## src/rtl/sdram_pkg.sv

```systemverilog
// Shared types and width constants for the SDRAM request bridge and the control cores.
package sdram_pkg;

    localparam int SDRAM_ADDR_W = 23;
    localparam int SDRAM_DATA_W = 32;
    localparam logic [31:0] SDRAM_TIMEOUT_DATA = 32'hDEAD_BEEF;

    typedef enum logic [2:0] {
        IDLE,
        RD_REQ,
        RD_WAIT,
        WR_REQ,
        DONE
    } sdram_bridge_state_t;

endpackage

```

## src/rtl/sdram_req_bridge_if.sv

```systemverilog
// Core-side request handshake plus the Avalon-MM s1 bus of the SDRAM controller.
// slave = bridge view, master = requester/controller environment view.
interface sdram_req_bridge_if
    import sdram_pkg::*;
#(
    parameter int ADDR_W = SDRAM_ADDR_W,
    parameter int DATA_W = SDRAM_DATA_W
);
    logic              sdram_read;
    logic              sdram_write;
    logic [ADDR_W-1:0] sdram_addr;
    logic [DATA_W-1:0] sdram_writedata;
    logic [DATA_W-1:0] sdram_readdata;
    logic              sdram_finished;
    logic              sdram_busy;
    logic              sdram_error;

    logic [ADDR_W-1:0] new_sdram_controller_0_s1_address;
    logic [3:0]        new_sdram_controller_0_s1_byteenable_n;
    logic              new_sdram_controller_0_s1_chipselect;
    logic [DATA_W-1:0] new_sdram_controller_0_s1_writedata;
    logic              new_sdram_controller_0_s1_read_n;
    logic              new_sdram_controller_0_s1_write_n;
    logic [DATA_W-1:0] new_sdram_controller_0_s1_readdata;
    logic              new_sdram_controller_0_s1_readdatavalid;
    logic              new_sdram_controller_0_s1_waitrequest;

    modport slave (
        input  sdram_read, sdram_write, sdram_addr, sdram_writedata,
        output sdram_readdata, sdram_finished, sdram_busy, sdram_error,
        output new_sdram_controller_0_s1_address, new_sdram_controller_0_s1_byteenable_n,
        output new_sdram_controller_0_s1_chipselect, new_sdram_controller_0_s1_writedata,
        output new_sdram_controller_0_s1_read_n, new_sdram_controller_0_s1_write_n,
        input  new_sdram_controller_0_s1_readdata, new_sdram_controller_0_s1_readdatavalid,
        input  new_sdram_controller_0_s1_waitrequest
    );

    modport master (
        output sdram_read, sdram_write, sdram_addr, sdram_writedata,
        input  sdram_readdata, sdram_finished, sdram_busy, sdram_error,
        input  new_sdram_controller_0_s1_address, new_sdram_controller_0_s1_byteenable_n,
        input  new_sdram_controller_0_s1_chipselect, new_sdram_controller_0_s1_writedata,
        input  new_sdram_controller_0_s1_read_n, new_sdram_controller_0_s1_write_n,
        output new_sdram_controller_0_s1_readdata, new_sdram_controller_0_s1_readdatavalid,
        output new_sdram_controller_0_s1_waitrequest
    );

endinterface

```

## src/rtl/sdram_req_bridge.sv

```systemverilog
// Turns one held core request into a single Avalon-MM transaction on s1 and returns a finished pulse.
// Optional watchdog: define SDRAM_TIMEOUT_EN to abort stalled transactions after TIMEOUT_CYC cycles.
module sdram_req_bridge
    import sdram_pkg::*;
#(
    parameter int ADDR_W      = SDRAM_ADDR_W,
    parameter int DATA_W      = SDRAM_DATA_W,
    parameter int TIMEOUT_CYC = 1024
) (
    input logic               i_clk,
    input logic               i_rst,
    sdram_req_bridge_if.slave bus
);

    sdram_bridge_state_t state;

    assign bus.new_sdram_controller_0_s1_byteenable_n = 4'b0000;

`ifdef SDRAM_TIMEOUT_EN
    localparam logic [15:0] WDOG_LAST = 16'(TIMEOUT_CYC - 1);

    logic [15:0] wdog_cnt;
    logic        wdog_hit;

    assign wdog_hit = (wdog_cnt == WDOG_LAST);

    // Zero outside a transaction, so it is already clear on entry to RD_REQ/WR_REQ.
    always_ff @(posedge i_clk or negedge i_rst) begin
        if (!i_rst) begin
            wdog_cnt <= '0;
        end else if (state == RD_REQ || state == RD_WAIT || state == WR_REQ) begin
            wdog_cnt <= wdog_cnt + 16'd1;
        end else begin
            wdog_cnt <= '0;
        end
    end
`else
    localparam int unused_timeout_cyc = TIMEOUT_CYC;

    assign bus.sdram_error = 1'b0;
`endif

    // Avalon command outputs are registered together with the state so they change only on edges.
    always_ff @(posedge i_clk or negedge i_rst) begin
        if (!i_rst) begin
            state                                   <= IDLE;
            bus.new_sdram_controller_0_s1_chipselect <= 1'b0;
            bus.new_sdram_controller_0_s1_read_n     <= 1'b1;
            bus.new_sdram_controller_0_s1_write_n    <= 1'b1;
            bus.new_sdram_controller_0_s1_address    <= '0;
            bus.new_sdram_controller_0_s1_writedata  <= '0;
            bus.sdram_readdata                       <= '0;
            bus.sdram_finished                       <= 1'b0;
            bus.sdram_busy                           <= 1'b0;
`ifdef SDRAM_TIMEOUT_EN
            bus.sdram_error                          <= 1'b0;
`endif
        end else begin
            bus.sdram_finished <= 1'b0;
            case (state)
                IDLE: begin
                    if (bus.sdram_write) begin
                        state                                   <= WR_REQ;
                        bus.new_sdram_controller_0_s1_address    <= bus.sdram_addr;
                        bus.new_sdram_controller_0_s1_writedata  <= bus.sdram_writedata;
                        bus.new_sdram_controller_0_s1_chipselect <= 1'b1;
                        bus.new_sdram_controller_0_s1_write_n    <= 1'b0;
                        bus.sdram_busy                           <= 1'b1;
                    end else if (bus.sdram_read) begin
                        state                                   <= RD_REQ;
                        bus.new_sdram_controller_0_s1_address    <= bus.sdram_addr;
                        bus.new_sdram_controller_0_s1_chipselect <= 1'b1;
                        bus.new_sdram_controller_0_s1_read_n     <= 1'b0;
                        bus.sdram_busy                           <= 1'b1;
                    end
                end
                RD_REQ: begin
                    if (!bus.new_sdram_controller_0_s1_waitrequest) begin
                        state                                   <= RD_WAIT;
                        bus.new_sdram_controller_0_s1_chipselect <= 1'b0;
                        bus.new_sdram_controller_0_s1_read_n     <= 1'b1;
                    end
`ifdef SDRAM_TIMEOUT_EN
                    else if (wdog_hit) begin
                        state                                   <= DONE;
                        bus.new_sdram_controller_0_s1_chipselect <= 1'b0;
                        bus.new_sdram_controller_0_s1_read_n     <= 1'b1;
                        bus.sdram_readdata                       <= DATA_W'(SDRAM_TIMEOUT_DATA);
                        bus.sdram_finished                       <= 1'b1;
                        bus.sdram_error                          <= 1'b1;
                    end
`endif
                end
                RD_WAIT: begin
                    if (bus.new_sdram_controller_0_s1_readdatavalid) begin
                        state              <= DONE;
                        bus.sdram_readdata <= bus.new_sdram_controller_0_s1_readdata;
                        bus.sdram_finished <= 1'b1;
                    end
`ifdef SDRAM_TIMEOUT_EN
                    else if (wdog_hit) begin
                        state              <= DONE;
                        bus.sdram_readdata <= DATA_W'(SDRAM_TIMEOUT_DATA);
                        bus.sdram_finished <= 1'b1;
                        bus.sdram_error    <= 1'b1;
                    end
`endif
                end
                WR_REQ: begin
                    if (!bus.new_sdram_controller_0_s1_waitrequest) begin
                        state                                   <= DONE;
                        bus.new_sdram_controller_0_s1_chipselect <= 1'b0;
                        bus.new_sdram_controller_0_s1_write_n    <= 1'b1;
                        bus.sdram_finished                       <= 1'b1;
                    end
`ifdef SDRAM_TIMEOUT_EN
                    else if (wdog_hit) begin
                        state                                   <= DONE;
                        bus.new_sdram_controller_0_s1_chipselect <= 1'b0;
                        bus.new_sdram_controller_0_s1_write_n    <= 1'b1;
                        bus.sdram_finished                       <= 1'b1;
                        bus.sdram_error                          <= 1'b1;
                    end
`endif
                end
                DONE: begin
                    state          <= IDLE;
                    bus.sdram_busy <= 1'b0;
                end
                default: begin
                    state                                   <= IDLE;
                    bus.new_sdram_controller_0_s1_chipselect <= 1'b0;
                    bus.new_sdram_controller_0_s1_read_n     <= 1'b1;
                    bus.new_sdram_controller_0_s1_write_n    <= 1'b1;
                    bus.sdram_busy                           <= 1'b0;
                end
            endcase
        end
    end

endmodule

```

## src/flat_wrapper.sv

```systemverilog
// flat-port wrapper written by rule: the top's interface ports become plain ports
module sdram_req_bridge_flat import sdram_pkg::*;
#(
    parameter int ADDR_W      = SDRAM_ADDR_W,
    parameter int DATA_W      = SDRAM_DATA_W,
    parameter int TIMEOUT_CYC = 1024
)
  (i_clk, i_rst, bus_sdram_read, bus_sdram_write, bus_sdram_addr, bus_sdram_writedata, bus_sdram_readdata, bus_sdram_finished, bus_sdram_busy, bus_sdram_error, bus_new_sdram_controller_0_s1_address, bus_new_sdram_controller_0_s1_byteenable_n, bus_new_sdram_controller_0_s1_chipselect, bus_new_sdram_controller_0_s1_writedata, bus_new_sdram_controller_0_s1_read_n, bus_new_sdram_controller_0_s1_write_n, bus_new_sdram_controller_0_s1_readdata, bus_new_sdram_controller_0_s1_readdatavalid, bus_new_sdram_controller_0_s1_waitrequest);
  sdram_req_bridge_if #(.ADDR_W(ADDR_W), .DATA_W(DATA_W)) bus_i ();
  input logic i_clk;
  input logic i_rst;
  input wire logic [$bits(bus_i.sdram_read)-1:0] bus_sdram_read;
  input wire logic [$bits(bus_i.sdram_write)-1:0] bus_sdram_write;
  input wire logic [$bits(bus_i.sdram_addr)-1:0] bus_sdram_addr;
  input wire logic [$bits(bus_i.sdram_writedata)-1:0] bus_sdram_writedata;
  output wire logic [$bits(bus_i.sdram_readdata)-1:0] bus_sdram_readdata;
  output wire logic [$bits(bus_i.sdram_finished)-1:0] bus_sdram_finished;
  output wire logic [$bits(bus_i.sdram_busy)-1:0] bus_sdram_busy;
  output wire logic [$bits(bus_i.sdram_error)-1:0] bus_sdram_error;
  output wire logic [$bits(bus_i.new_sdram_controller_0_s1_address)-1:0] bus_new_sdram_controller_0_s1_address;
  output wire logic [$bits(bus_i.new_sdram_controller_0_s1_byteenable_n)-1:0] bus_new_sdram_controller_0_s1_byteenable_n;
  output wire logic [$bits(bus_i.new_sdram_controller_0_s1_chipselect)-1:0] bus_new_sdram_controller_0_s1_chipselect;
  output wire logic [$bits(bus_i.new_sdram_controller_0_s1_writedata)-1:0] bus_new_sdram_controller_0_s1_writedata;
  output wire logic [$bits(bus_i.new_sdram_controller_0_s1_read_n)-1:0] bus_new_sdram_controller_0_s1_read_n;
  output wire logic [$bits(bus_i.new_sdram_controller_0_s1_write_n)-1:0] bus_new_sdram_controller_0_s1_write_n;
  input wire logic [$bits(bus_i.new_sdram_controller_0_s1_readdata)-1:0] bus_new_sdram_controller_0_s1_readdata;
  input wire logic [$bits(bus_i.new_sdram_controller_0_s1_readdatavalid)-1:0] bus_new_sdram_controller_0_s1_readdatavalid;
  input wire logic [$bits(bus_i.new_sdram_controller_0_s1_waitrequest)-1:0] bus_new_sdram_controller_0_s1_waitrequest;
  assign bus_i.sdram_read = bus_sdram_read;
  assign bus_i.sdram_write = bus_sdram_write;
  assign bus_i.sdram_addr = bus_sdram_addr;
  assign bus_i.sdram_writedata = bus_sdram_writedata;
  assign bus_sdram_readdata = bus_i.sdram_readdata;
  assign bus_sdram_finished = bus_i.sdram_finished;
  assign bus_sdram_busy = bus_i.sdram_busy;
  assign bus_sdram_error = bus_i.sdram_error;
  assign bus_new_sdram_controller_0_s1_address = bus_i.new_sdram_controller_0_s1_address;
  assign bus_new_sdram_controller_0_s1_byteenable_n = bus_i.new_sdram_controller_0_s1_byteenable_n;
  assign bus_new_sdram_controller_0_s1_chipselect = bus_i.new_sdram_controller_0_s1_chipselect;
  assign bus_new_sdram_controller_0_s1_writedata = bus_i.new_sdram_controller_0_s1_writedata;
  assign bus_new_sdram_controller_0_s1_read_n = bus_i.new_sdram_controller_0_s1_read_n;
  assign bus_new_sdram_controller_0_s1_write_n = bus_i.new_sdram_controller_0_s1_write_n;
  assign bus_i.new_sdram_controller_0_s1_readdata = bus_new_sdram_controller_0_s1_readdata;
  assign bus_i.new_sdram_controller_0_s1_readdatavalid = bus_new_sdram_controller_0_s1_readdatavalid;
  assign bus_i.new_sdram_controller_0_s1_waitrequest = bus_new_sdram_controller_0_s1_waitrequest;
  sdram_req_bridge #(.ADDR_W(ADDR_W), .DATA_W(DATA_W), .TIMEOUT_CYC(TIMEOUT_CYC)) u_core (.i_clk(i_clk), .i_rst(i_rst), .bus(bus_i));
endmodule
```

## config.mk

```make
export PLATFORM = sky130hd
export DESIGN_NAME = sdram_req_bridge_flat
export DESIGN_NICKNAME = d
export VERILOG_FILES = /design/src/rtl/sdram_pkg.sv /design/src/rtl/sdram_req_bridge_if.sv /design/src/rtl/sdram_req_bridge.sv /design/src/flat_wrapper.sv
export SDC_FILE = /design/constraint.sdc
export NUM_CORES = 1
export LEC_CHECK = 0
export BUFFER_PORTS_ARGS = -buffer_cell sky130_fd_sc_hd__buf_2
export CAP_MARGIN = 40
export CORE_UTILIZATION = 45
export CTS_BUF_LIST = sky130_fd_sc_hd__clkbuf_4 sky130_fd_sc_hd__clkbuf_8 sky130_fd_sc_hd__clkbuf_16
export CTS_CLUSTER_DIAMETER = 30
export DETAILED_ROUTE_END_ITERATION = 8
export GPL_TIMING_DRIVEN = 1
export PLACE_DENSITY_LB_ADDON = 0.1
export SLEW_MARGIN = 20
export SYNTH_ARGS = -nofsm -noshare
export SYNTH_HDL_FRONTEND = slang
export SYNTH_SLANG_ARGS = --single-unit
```

## constraint.sdc

```tcl
create_clock -name i_clk -period 2.21 [get_ports i_clk]
set_clock_uncertainty 0.2 [all_clocks]
set_input_delay 0.1105 -clock i_clk [delete_from_list [all_inputs] [get_ports i_clk]]
set_output_delay 0.1105 -clock i_clk [all_outputs]
set_load 0.01 [all_outputs]
```

Yosys cells after proc, flatten, opt, wreduce, memory -nomap -nowiden
Index checks and enable logic that the tools add are counted.
{ "totals": {"output_inout_bits": 97, "register_bits": 95, "input_bits": 93, "wordCells": 62} }
{ "classes": {"eq_ne": 12, "n_reduce_logical": 15, "bitwise": 4, "muxes": 22} }
{ "op_table": {"columns": ["operator", "n"], "rows": [
  ["$mux 23", 2],
  ["$mux 3", 5],
  ["$ne 2x2->1 const B", 7],
  ["$pmux 3 s4", 1],
  ["$mux 1", 9],
  ["$pmux 1 s3", 3],
  ["$reduce_or 3->1", 3],
  ["$reduce_and 2->1", 4],
  ["$reduce_and 4->1", 2],
  ["$eq 3x2->1 const B", 2],
  ["$reduce_and 3->1", 2],
  ["$not 1->1", 4],
  ["$pmux 1 s2", 2],
  ["$reduce_or 2->1", 2],
  ["$eq 3x1->1 const B", 1],
  ["$eq 3x3->1 const B", 1],
  ["$logic_not 3->1", 1],
  ["$ne 3x3->1 const B", 1],
  ["$reduce_bool 2->1", 1]
]} }

Longest topological paths before layout
Gate-level depths: netlist of run 1.
{ "logic_depth": {"word_depth": 4, "depth_mapped": 5, "depth_no_buf": 3} }

Worst setup path after synthesis of run 1
OpenSTA, ideal clock, no wires.
{ "synth_timing": {"kind": "flip-flop to flip-flop", "start": "register u_core.state[1]", "end": "register u_core.bus.new_sdram_controller_0_s1_address[0]", "required_time_ns": 1.883, "t_arrival_ns": 1.378, "setup_ns": 0.127, "period_less_slack_ns": 1.705, "stages_incl_launch_ff": 6, "n_path_buf": 2, "setup_slack_ns": 0.505, "cell_sequence": "dfrtp_1 -> buf_4 -> o21bai_4 -> nor3_4 -> buf_6 -> mux2_1"} }
{ "synth_between": {"elab_chain_len": 2} }
{ "synth_lines": {"columns": ["item", "line_no", "rtl"], "rows": [
  ["from (decl)", "sdram_req_bridge.sv:15", "sdram_bridge_state_t state;"],
  ["from (signal assigned)", "sdram_req_bridge.sv:46", "state <= IDLE;"],
  ["from (signal assigned)", "sdram_req_bridge.sv:63", "state <= WR_REQ;"],
  ["from (signal assigned)", "sdram_req_bridge.sv:70", "state <= RD_REQ;"],
  ["$logic_not 3->1", "sdram_req_bridge.sv:60", "case (state)"],
  ["$reduce_and 2->1 (no source line)", null, null],
  ["to (signal assigned)", "sdram_req_bridge.sv:64", "bus.new_sdram_controller_0_s1_address <= bus.sdram_addr;"],
  ["to (signal assigned)", "sdram_req_bridge.sv:71", "bus.new_sdram_controller_0_s1_address <= bus.sdram_addr;"],
  ["to (decl)", "sdram_req_bridge_if.sv:31", "output new_sdram_controller_0_s1_address, new_sdram_controller_0_s1_byteenable_n,"]
]} }
No other way between the ends.
A chain may end at the register's enable or synchronous reset.

Worst setup path after layout of run 1
{ "layout_timing": {"start": "register u_core.state[0]", "end": "register u_core.state[0]"} }
{ "layout_between": {"elab_chain_len": 3, "elab_cells_between_ends": 10, "cone_classes": "7 x eq/ne; 1 x mux; 2 x reduce/logical"} }
{ "layout_lines": {"columns": ["item", "line_no"], "rows": [
  ["$eq 3x2->1, or another cell as far along", "sdram_req_bridge.sv:60"],
  ["$ne 2x2->1 (no source line) / $ne 3x3->1 (equally long branches)", null],
  ["$reduce_and 4->1 (no source line)", null]
]} }
Several ways; a longest one is shown, not always the timed one.

==> results of run 1 <==
## sequential cells by signal, indices dropped and copies added, names as in the netlist
| register | flops |
|---|---|
| u_core.bus.new_sdram_controller_0_s1_read_n | 1 |
| u_core.state | 3 |
| u_core.bus.new_sdram_controller_0_s1_writedata | 32 |
| u_core.bus.new_sdram_controller_0_s1_chipselect | 1 |
| u_core.bus.new_sdram_controller_0_s1_address | 23 |
| u_core.bus.sdram_readdata | 32 |
| u_core.bus.sdram_finished | 1 |
| u_core.bus.new_sdram_controller_0_s1_write_n | 1 |
| u_core.bus.sdram_busy | 1 |
## stage by stage
stage,area (µm²),cells
finish,5850,623
global route,5850,623
CTS,5850,623
detailed placement,4740,513
global placement,4740,513
floorplan,3740,237
## critical path, stage by stage (launching register included)
cell and delay, ns:
dfrtp_1 0.54, nor2_1 0.26, o21ai_0 0.16, a21oi_1 0.14
dlygate4sd3_1 0.56
## report_power, final
part	switching, mW	total [mW]	internal (mW)
clock network	0.592	1.00	0.411
logic	1.44	3.15	1.71
registers	0.497	3.13	2.64
total	2.53	7.28	4.76
## logic make-up (layout without fill, tap and decap cells)
group           after synthesis  count (layout)
compound gates               11              11
buf+inv                      21             305
flops                        95              95
mux                          88              88
other cells                   1               5
simple gates                 17              17
## layout make-up
cell class	instances	area, µm²	area share
sequential	95	2380	0.407
timing repair buffer	284	1930	0.331
multi-input combinational	121	1220	0.208
tap	102	128	0.0218
clock buffer	9	124	0.0212
clock inverter	7	48.8	0.00834
inverter	5	18.8	0.00321
## metal layers
| layer | share of wire | up-vias | GRT usage |
|---|---|---|---|
| li1 | - | 1369 | - |
| met1 | 0.40 | 1398 | 0.251 |
| met2 | 0.52 | 114 | 0.374 |
| met3 | 0.066 | 6 | 0.0520 |
| met4 | 0.0094 | 0 | 0.0705 |
| met5 | 0 | - | 0 |
## cells in the mapped netlist
| master | instances |
|---|---|
| nor3_1 | 4 |
| and2_1 | 1 |
| dfrtp_1 | 93 |
| mux2i_1 | 1 |
| nor3_2 | 1 |
| nand2b_1 | 2 |
| a211oi_1 | 2 |
| buf_2 | 1 |
| nor3_4 | 2 |
| a21oi_1 | 3 |
| o21ai_0 | 1 |
| a311oi_1 | 1 |
| dfstp_2 | 2 |
| nand2_1 | 3 |
| clkbuf_1 | 1 |
| inv_1 | 5 |
| mux2_2 | 63 |
| conb_1 | 1 |
| buf_4 | 9 |
| a21o_1 | 1 |
| mux2_1 | 24 |
| o31ai_1 | 1 |
| nor3b_1 | 2 |
| buf_6 | 5 |
| nor2_1 | 2 |
| o21bai_4 | 1 |
| a221oi_1 | 1 |
## timing repair
action | in CTS | in global routing
buffers inserted | 0 | 0
hold buffers | 94 | 0
endpoints found under the hold margin | 188 | 0
## final timing paths
| path | cells past startpoint | startpoint | slack, ns | endpoint |
|---|---|---|---|---|
| worst min-delay path | 2 | i_rst | 0.04 | u_core.bus.new_sdram_controller_0_s1_address[8] |
| min in group i_clk | 1 | u_core.bus.new_sdram_controller_0_s1_address[17] | 0.29 | u_core.bus.new_sdram_controller_0_s1_address[17] |
| worst min register to register | 1 | u_core.bus.new_sdram_controller_0_s1_address[17] | 0.29 | u_core.bus.new_sdram_controller_0_s1_address[17] |
| max in group asynchronous | 3 | i_rst | 1.06 | u_core.bus.new_sdram_controller_0_s1_read_n |
| worst max-delay path | 4 | u_core.state[0] | 0.29 | u_core.state[0] |
| worst max register to register | 4 | u_core.state[0] | 0.29 | u_core.state[0] |
## layout by cell type (no fill, tap or decap)
| cell | netlist | routed |
|---|---|---|
| a221oi_1 | 1 | 1 |
| buf_12 | 0 | 2 |
| clkbuf_8 | 0 | 9 |
| a311oi_1 | 1 | 1 |
| a211oi_1 | 2 | 2 |
| mux2i_1 | 1 | 1 |
| and2_1 | 1 | 1 |
| conb_1 | 1 | 5 |
| mux2_2 | 63 | 63 |
| nor3_4 | 2 | 3 |
| o21bai_4 | 1 | 1 |
| o31ai_1 | 1 | 1 |
| clkinv_2 | 0 | 3 |
| dfstp_2 | 2 | 2 |
| buf_4 | 9 | 5 |
| dlygate4sd3_1 | 0 | 94 |
| a21oi_1 | 3 | 3 |
| a21o_1 | 1 | 1 |
| nand2b_1 | 2 | 2 |
| inv_1 | 5 | 5 |
| inv_6 | 0 | 1 |
| nor3_1 | 4 | 4 |
| mux2_1 | 24 | 24 |
| nor3b_1 | 2 | 2 |
| o21ai_0 | 1 | 1 |
| clkinv_4 | 0 | 2 |
| nand2_1 | 3 | 3 |
| clkinvlp_4 | 0 | 1 |
| buf_2 | 1 | 183 |
| dfrtp_1 | 93 | 93 |
| nor2_1 | 2 | 2 |
==> impl_metrics.json, run 1 <==
{
  "grt_antenna_before_repair": 0,
  "hpwl_mm": 5.73,
  "synthSimpleGateAreaFrac": 0.0309,
  "htreeDepth": 3,
  "synthCells": 233,
  "fin_crit_ns": 1.92,
  "final_core_util": 0.745,
  "cts-root-buf": "clkbuf_8",
  "status": "finished, final reports clean",
  "critPathRequiredTime_ns": 2.29,
  "leakagePower_nw": 2.82,
  "io_buffer_count": 184,
  "syn_to_final_growth_pct": 57.0,
  "nets": 609,
  "whs_ns": 0.0408,
  "rows": 32,
  "synth_top_family_by_area": "multiplexers",
  "grt_pass1_wl_mm": 14.2,
  "remaining_drc_errors": 0,
  "core-area_um2": 7850,
  "gp_congestion": 0.784,
  "drive_gt1_frac": 0.528,
  "setup_ws_ns": 0.290,
  "diodes": 0,
  "synth_xor_area_frac": 0,
  "ys_seq_elements": 95,
  "fin_total_pwr_mw": 7.28,
  "rsz0062_at_grt": "no",
  "grt-ovfl-total": 0,
  "yosys.area.top_type": "dfrtp_1",
  "maxCapViolations": 0,
  "synth.distinct_cells": 27,
  "grt_use_total": 0.211,
  "vias": 2887,
  "yosysWarnings": 0,
  "synth_top_area_share": 0.625,
  "fill_cells": 525,
  "via_per_inst": 4.63,
  "hold_path.class": "primary input to asynchronous set/reset pin",
  "clk_pin_slew_worst_paths_ns": 0.09,
  "tightest_slew_ns": 0.560,
  "clock_path_buffers": 2,
  "yosys-top-cells-area": "dfrtp_1 (62%), mux2_2 (19%), mux2_1 (7.3%)",
  "synth_compound_area_frac": 0.0232,
  "cts.sinks": 95,
  "detail_route.first_pass.iterations": 4,
  "wl_per_cell_um": 14.0,
  "grt_pass1_vias": 3050,
  "path_class": "flop to flop",
  "drt_iter0_drc": 60,
  "num_io_pins": 190,
  "cts_buffers": 9,
  "start_util": 0.475,
  "fmax_mhz": 521,
  "die_h_um": 93.0,
  "maxSlewHeadroom": 0.627,
  "vdd.ir_drop.worst_v": 0.000603,
  "finalHoldViolCount": 0,
  "place_ws_ns": 0.324,
  "power-per-cell-area_nw_per_um2": 1250,
  "dieArea_um2": 8650,
  "die_x_um": 93.0,
  "synthAdderAreaFrac": 0,
  "netlist_area_um2": 3730,
  "grt_start_max_net_pins": 41,
  "cp_max_fo": 9,
  "synth.area.mux_share": 0.266,
  "ant_nets": 0,
  "setup_violations": 0,
  "yosysSeqAreaShare": 0.639,
  "timing.final.crit_share": 0.869,
  "wirelength_mm": 8.70,
  "clk-insertion-delay-late_ns": 0.34,
  "cts_resized": 0,
  "cts_tree": "yes",
  "syn_avg_cell_area_um2": 16.0,
  "slew_viol_final": 0,
  "end_kind": "flop",
  "critPathLaunchType": "flop",
  "final.setup.tns_ns": 0,
  "arrival_ns": 2.00
}
Power figures use the tool's default switching activity.
==> run 2, diff against run 1 <==
CAP_MARGIN = not set   (was 40)
RECOVER_POWER = 100   (was not set)
REMOVE_ABC_BUFFERS = 1   (was not set)
==> run 2 against run 1 <==
Wire length is 8.1% higher. Cell area is 2.3% lower. Global-route usage is 1.5 points higher. Count of clock-buffer cells in the layout stayed put. Register-to-register slack worse by 0.06 ns. Utilization is 1.7 points lower. Combinational power is 7.3% lower. Worst setup slack worse by 0.055 ns. Critical path type unchanged. Largest cell class unchanged. Largest power group is now sequential cells.
==> impl_metrics.json, run 2 (same netlist as run 1, synthesis figures left out) <==
{
  "grt-ovfl-total": 0,
  "clk-insertion-delay-late_ns": 0.34,
  "use_met1": 0.260,
  "busiest_layer": "met2",
  "io_buffer_count": 184,
  "use_met3": 0.0480,
  "grt_util_met2": 0.406,
  "whs_path_depth": 1,
  "fin_crit_ns": 1.98,
  "mostFrequentLayoutCell": "dlygate4sd3_1",
  "final_core_util": 0.728,
  "multiInputGateArea_um2": 1190,
  "vdd.ir_drop.worst_v": 0.000743,
  "stdcell_area_um2": 5710,
  "grt_start_max_net_pins": 55,
  "cp_max_fo": 28,
  "drive_gt1_frac": 0.344,
  "syn_to_final_growth_pct": 53.4,
  "worstReg2RegStart": "u_core.state[1]",
  "gp_congestion": 0.740,
  "nets": 608,
  "final_cell_mix": "dlygate4sd3_1 (94), buf_2 (93), dfrtp_1 (93)",
  "hold_path_end": "u_core.bus.new_sdram_controller_0_s1_address[1]",
  "cts_buffers": 9,
  "ant_nets": 0,
  "maxSlewHeadroom": 0.133,
  "grt_pass1_vias": 3169,
  "drt_iter0_drc": 62,
  "critPathRequiredTime_ns": 2.24,
  "htreeDepth": 3,
  "top_regs": "u_core.bus.new_sdram_controller_0_s1_writedata (32), u_core.bus.sdram_readdata (32), u_core.bus.new_sdram_controller_0_s1_address (23)",
  "via_per_inst": 4.69,
  "tightest_slew_ns": 1.30,
  "post_cts_buffers": 0,
  "critPathLaunchType": "flop",
  "grt_pass1_wl_mm": 15.1,
  "r2r_slack_ns": 0.23,
  "grt_antenna_before_repair": 0,
  "die_x_um": 93.0,
  "reg2regPathDepth": 4,
  "wl_per_cell_um": 15.1,
  "wirelength_mm": 9.40,
  "status": "finished, final reports clean",
  "setup_violations": 0,
  "detail_route.first_pass.iterations": 4,
  "finalHoldViolCount": 0,
  "fill_cells": 584,
  "hold_path.class": "flop to flop",
  "diodes": 0,
  "clock_path_buffers": 2,
  "start_util": 0.475,
  "dieArea_um2": 8650,
  "timing.final.crit_share": 0.894,
  "leakagePower_nw": 2.56,
  "whs_ns": 0.291,
  "cts.sinks": 95,
  "vias": 2916,
  "die_h_um": 93.0,
  "min_from": "u_core.bus.new_sdram_controller_0_s1_address[1]",
  "hpwl_mm": 5.67,
  "regArea_um2": 2380,
  "core-area_um2": 7850,
  "rsz0062_at_grt": "no",
  "remaining_drc_errors": 0,
  "power-per-cell-area_nw_per_um2": 1260,
  "path_class": "flop to flop",
  "num_io_pins": 190,
  "end_kind": "flop",
  "grt_use_total": 0.226,
  "maxCapViolations": 0,
  "cts-root-buf": "clkbuf_8",
  "rows": 32,
  "fmax_mhz": 506,
  "clk_pin_slew_worst_paths_ns": 0.09,
  "slew_viol_final": 0,
  "cts_tree": "yes",
  "arrival_ns": 2.01,
  "placed_area_um2": 4750
}
-- run 2: cell types whose count changed in the layout (fill, tap and decap cells not counted), sizes merged --
cell / change
inv: +1
buf: -95
bufinv: +1
clkinv: -1
clkbuf: +94
clkinvlp: -1
-- run 2: per-layer routing --
layer / vias up / routed length (µm)
met5: - / 0
met4: 0 / 240
met3: 20 / 644
met2: 131 / 4840
met1: 1399 / 3680
li1: 1366 / -
-- run 2: worst max-delay path: stages, from the launching register on --
cell and delay (ns):
dfrtp_1 0.48, nand2b_1 0.25, nor3_4 0.14, clkbuf_4 0.40, mux2_2 0.38
-- run 2: area by class of cell --
class / instances / share of cell area
Timing Repair Buffer: 283 / 0.315
Multi-Input combinational cell: 121 / 0.209
Tap cell: 102 / 0.0223
Clock inverter: 7 / 0.0125
Clock buffer: 9 / 0.0217
Sequential cell: 95 / 0.416
Inverter: 5 / 0.00328
-- run 2: power by group --
| group | total [mW] | switching, mW | internal (mW) |
|---|---|---|---|
| registers | 3.16 | 0.527 | 2.63 |
| clock network | 1.13 | 0.605 | 0.528 |
| logic | 2.92 | 1.46 | 1.46 |
-- run 2: how the worst max path moves through the flow --
| stage | start | cells past startpoint | to | slack, ns |
|---|---|---|---|---|
| floorplan | u_core.state[2] | 2 | u_core.bus.sdram_readdata[0] | -0.42 |
| global placement | u_core.state[2] | 3 | flop | 0.44 |
| detailed placement | u_core.state[1] | 4 | flop | 0.39 |
| CTS | u_core.state[0] | 4 | u_core.state[0] | 0.27 |
| global route | u_core.state[1] | 4 | flop | 0.09 |
| finish | u_core.state[1] | 4 | flop | 0.23 |
-- run 2: what timing repair did --
item | in CTS | in global routing
endpoints found under the hold margin | 145 | 0
setup endpoints to repair | 0 | 0
hold buffers | 94 | 0
gates resized for setup | 0 | 0
-- run 2: through the flow --
stage / power [mW] / cells / setup slack [ns] / setup TNS (ns)
after floorplan: 4.84 / 221 / -0.419 / -13.31
after global placement: 6.11 / 512 / 0.438 / 0
after detailed placement: 6.22 / 512 / 0.388 / 0
after CTS: 7.51 / 622 / 0.273 / 0
after global routing: 7.70 / 622 / 0.0946 / 0
final: 7.21 / 622 / 0.235 / 0
==> run 3, diff against run 2 <==
CORE_ASPECT_RATIO = 1.1   (was not set)
==> run 3 against run 2 <==
Critical path depth down 1. Sequential share of layout area down 0.29 points. Sequential power about the same. Via count about the same. Cell count up 0.64%. Global-route usage down 1.2 points. Sequential cell count unchanged. Utilization down 0.48 points. Die area about the same. Register-to-register slack better by 0.03 ns. Clock power up 17%.
==> impl_metrics.json, run 3 (same netlist as run 1, synthesis figures left out) <==
{
  "arrival_ns": 1.97,
  "slew_viol_final": 0,
  "hold_path.class": "flop to flop",
  "clk_pin_slew_worst_paths_ns": 0.08,
  "io_buffer_count": 184,
  "cts.sinks": 95,
  "clk-insertion-delay-late_ns": 0.34,
  "final_cells": 626,
  "wirelength_mm": 9.08,
  "cp_max_fo": 32,
  "post_cts_buffers": 0,
  "end_kind": "flop",
  "postCtsHoldBufs": 94,
  "use_met1": 0.233,
  "via_per_inst": 4.66,
  "mostFrequentLayoutCell": "dlygate4sd3_1",
  "final_cell_mix": "dlygate4sd3_1 (94), buf_2 (93), dfrtp_1 (93)",
  "rsz0062_at_grt": "no",
  "grt_start_max_net_pins": 50,
  "power-per-cell-area_nw_per_um2": 1280,
  "hpwl_mm": 5.50,
  "use_met3": 0.0578,
  "remaining_drc_errors": 0,
  "critPathLaunchType": "flop",
  "cts-root-buf": "clkbuf_8",
  "tightest_slew_ns": 1.17,
  "core-area_um2": 7960,
  "grt_util_met2": 0.386,
  "dieArea_um2": 8650,
  "clock_path_buffers": 2,
  "htreeDepth": 3,
  "fin_crit_ns": 1.95,
  "cts_buffers": 9,
  "cts_tree": "yes",
  "drive_gt1_frac": 0.342,
  "fmax_mhz": 514,
  "diodes": 0,
  "timing.final.crit_share": 0.881,
  "top_regs": "u_core.bus.new_sdram_controller_0_s1_writedata (32), u_core.bus.sdram_readdata (32), u_core.bus.new_sdram_controller_0_s1_address (23)",
  "grt_use_total": 0.214,
  "dp.cells": 517,
  "grt_pass1_wl_mm": 14.1,
  "whs_ns": 0.289,
  "grt_antenna_before_repair": 0,
  "final.setup.tns_ns": 0,
  "gp_congestion": 0.777,
  "grt-ovfl-total": 0,
  "num_io_pins": 190,
  "maxSlewHeadroom": 0.217,
  "wl_per_cell_um": 14.5,
  "detail_route.first_pass.iterations": 4,
  "die_h_um": 97.4,
  "ant_nets": 0,
  "syn_to_final_growth_pct": 54.4,
  "status": "finished, final reports clean",
  "start_util": 0.468,
  "busiest_layer": "met2",
  "vias": 2918,
  "rows": 34,
  "drt_iter0_drc": 49,
  "finalHoldViolCount": 0,
  "path_class": "flop to flop",
  "nets": 607,
  "vdd.ir_drop.worst_v": 0.000695,
  "grt_pass1_vias": 3052,
  "die_x_um": 88.8,
  "leakagePower_nw": 2.57,
  "critPathRequiredTime_ns": 2.24,
  "maxCapViolations": 0,
  "cts_resized": 0,
  "setup_violations": 0
}
## run 3: path summary, 6_finish.rpt
path                                                            startpoint                                         endpoint  slack, ns  cells past startpoint
max                                                        u_core.state[2]                    u_core.bus.sdram_readdata[20]       0.26                      3
min                        u_core.bus.new_sdram_controller_0_s1_address[9]  u_core.bus.new_sdram_controller_0_s1_address[9]       0.29                      1
max reg2reg                                                u_core.state[2]                    u_core.bus.sdram_readdata[20]       0.26                      3
min reg2reg                u_core.bus.new_sdram_controller_0_s1_address[9]  u_core.bus.new_sdram_controller_0_s1_address[9]       0.29                      1
max in group asynchronous                                            i_rst                       asynchronous set/reset pin       0.63                      3
min in group asynchronous                                            i_rst                                  u_core.state[0]       0.35                      2
## run 3: area by class of cell
type,instances,area [µm²]
Sequential cell,95,2380
Fill cell,588,2200
Timing Repair Buffer,282,1800
Multi-Input combinational cell,121,1180
Clock buffer,11,139
Tap cell,108,135
Clock inverter,4,95.1
Inverter,5,18.8
## run 3: worst max-delay path, cell delays in order (launching register included)
cell and delay, ns:
dfrtp_1 0.55, nor3_1 0.25, clkbuf_4 0.44, mux2_2 0.39
## run 3: routing by layer
metal | part of all wire | wire length (µm)
met5 | 0 | 0
met4 | 0.024 | 215
met3 | 0.067 | 606
met2 | 0.54 | 4900
met1 | 0.37 | 3360
## run 3: stage by stage
| step | area [µm²] | util | setup WS, ns | total power [mW] |
|---|---|---|---|---|
| CTS | 5920 | 0.744 | 0.307 | 7.65 |
| floorplan | 3610 | - | -0.419 | 4.84 |
| global placement | 4740 | 0.596 | 0.406 | 6.07 |
| detailed placement | 4740 | 0.596 | 0.376 | 6.17 |
| global route | 5750 | 0.723 | 0.156 | 7.82 |
| finish | 5750 | 0.723 | 0.264 | 7.34 |
## run 3: report_power, final
group,switching [mW],leakage [nW],internal (mW)
Clock,0.552,0.120,0.770
Sequential,0.508,1.12,2.64
Combinational,1.42,1.33,1.45
Total,2.48,2.57,4.86
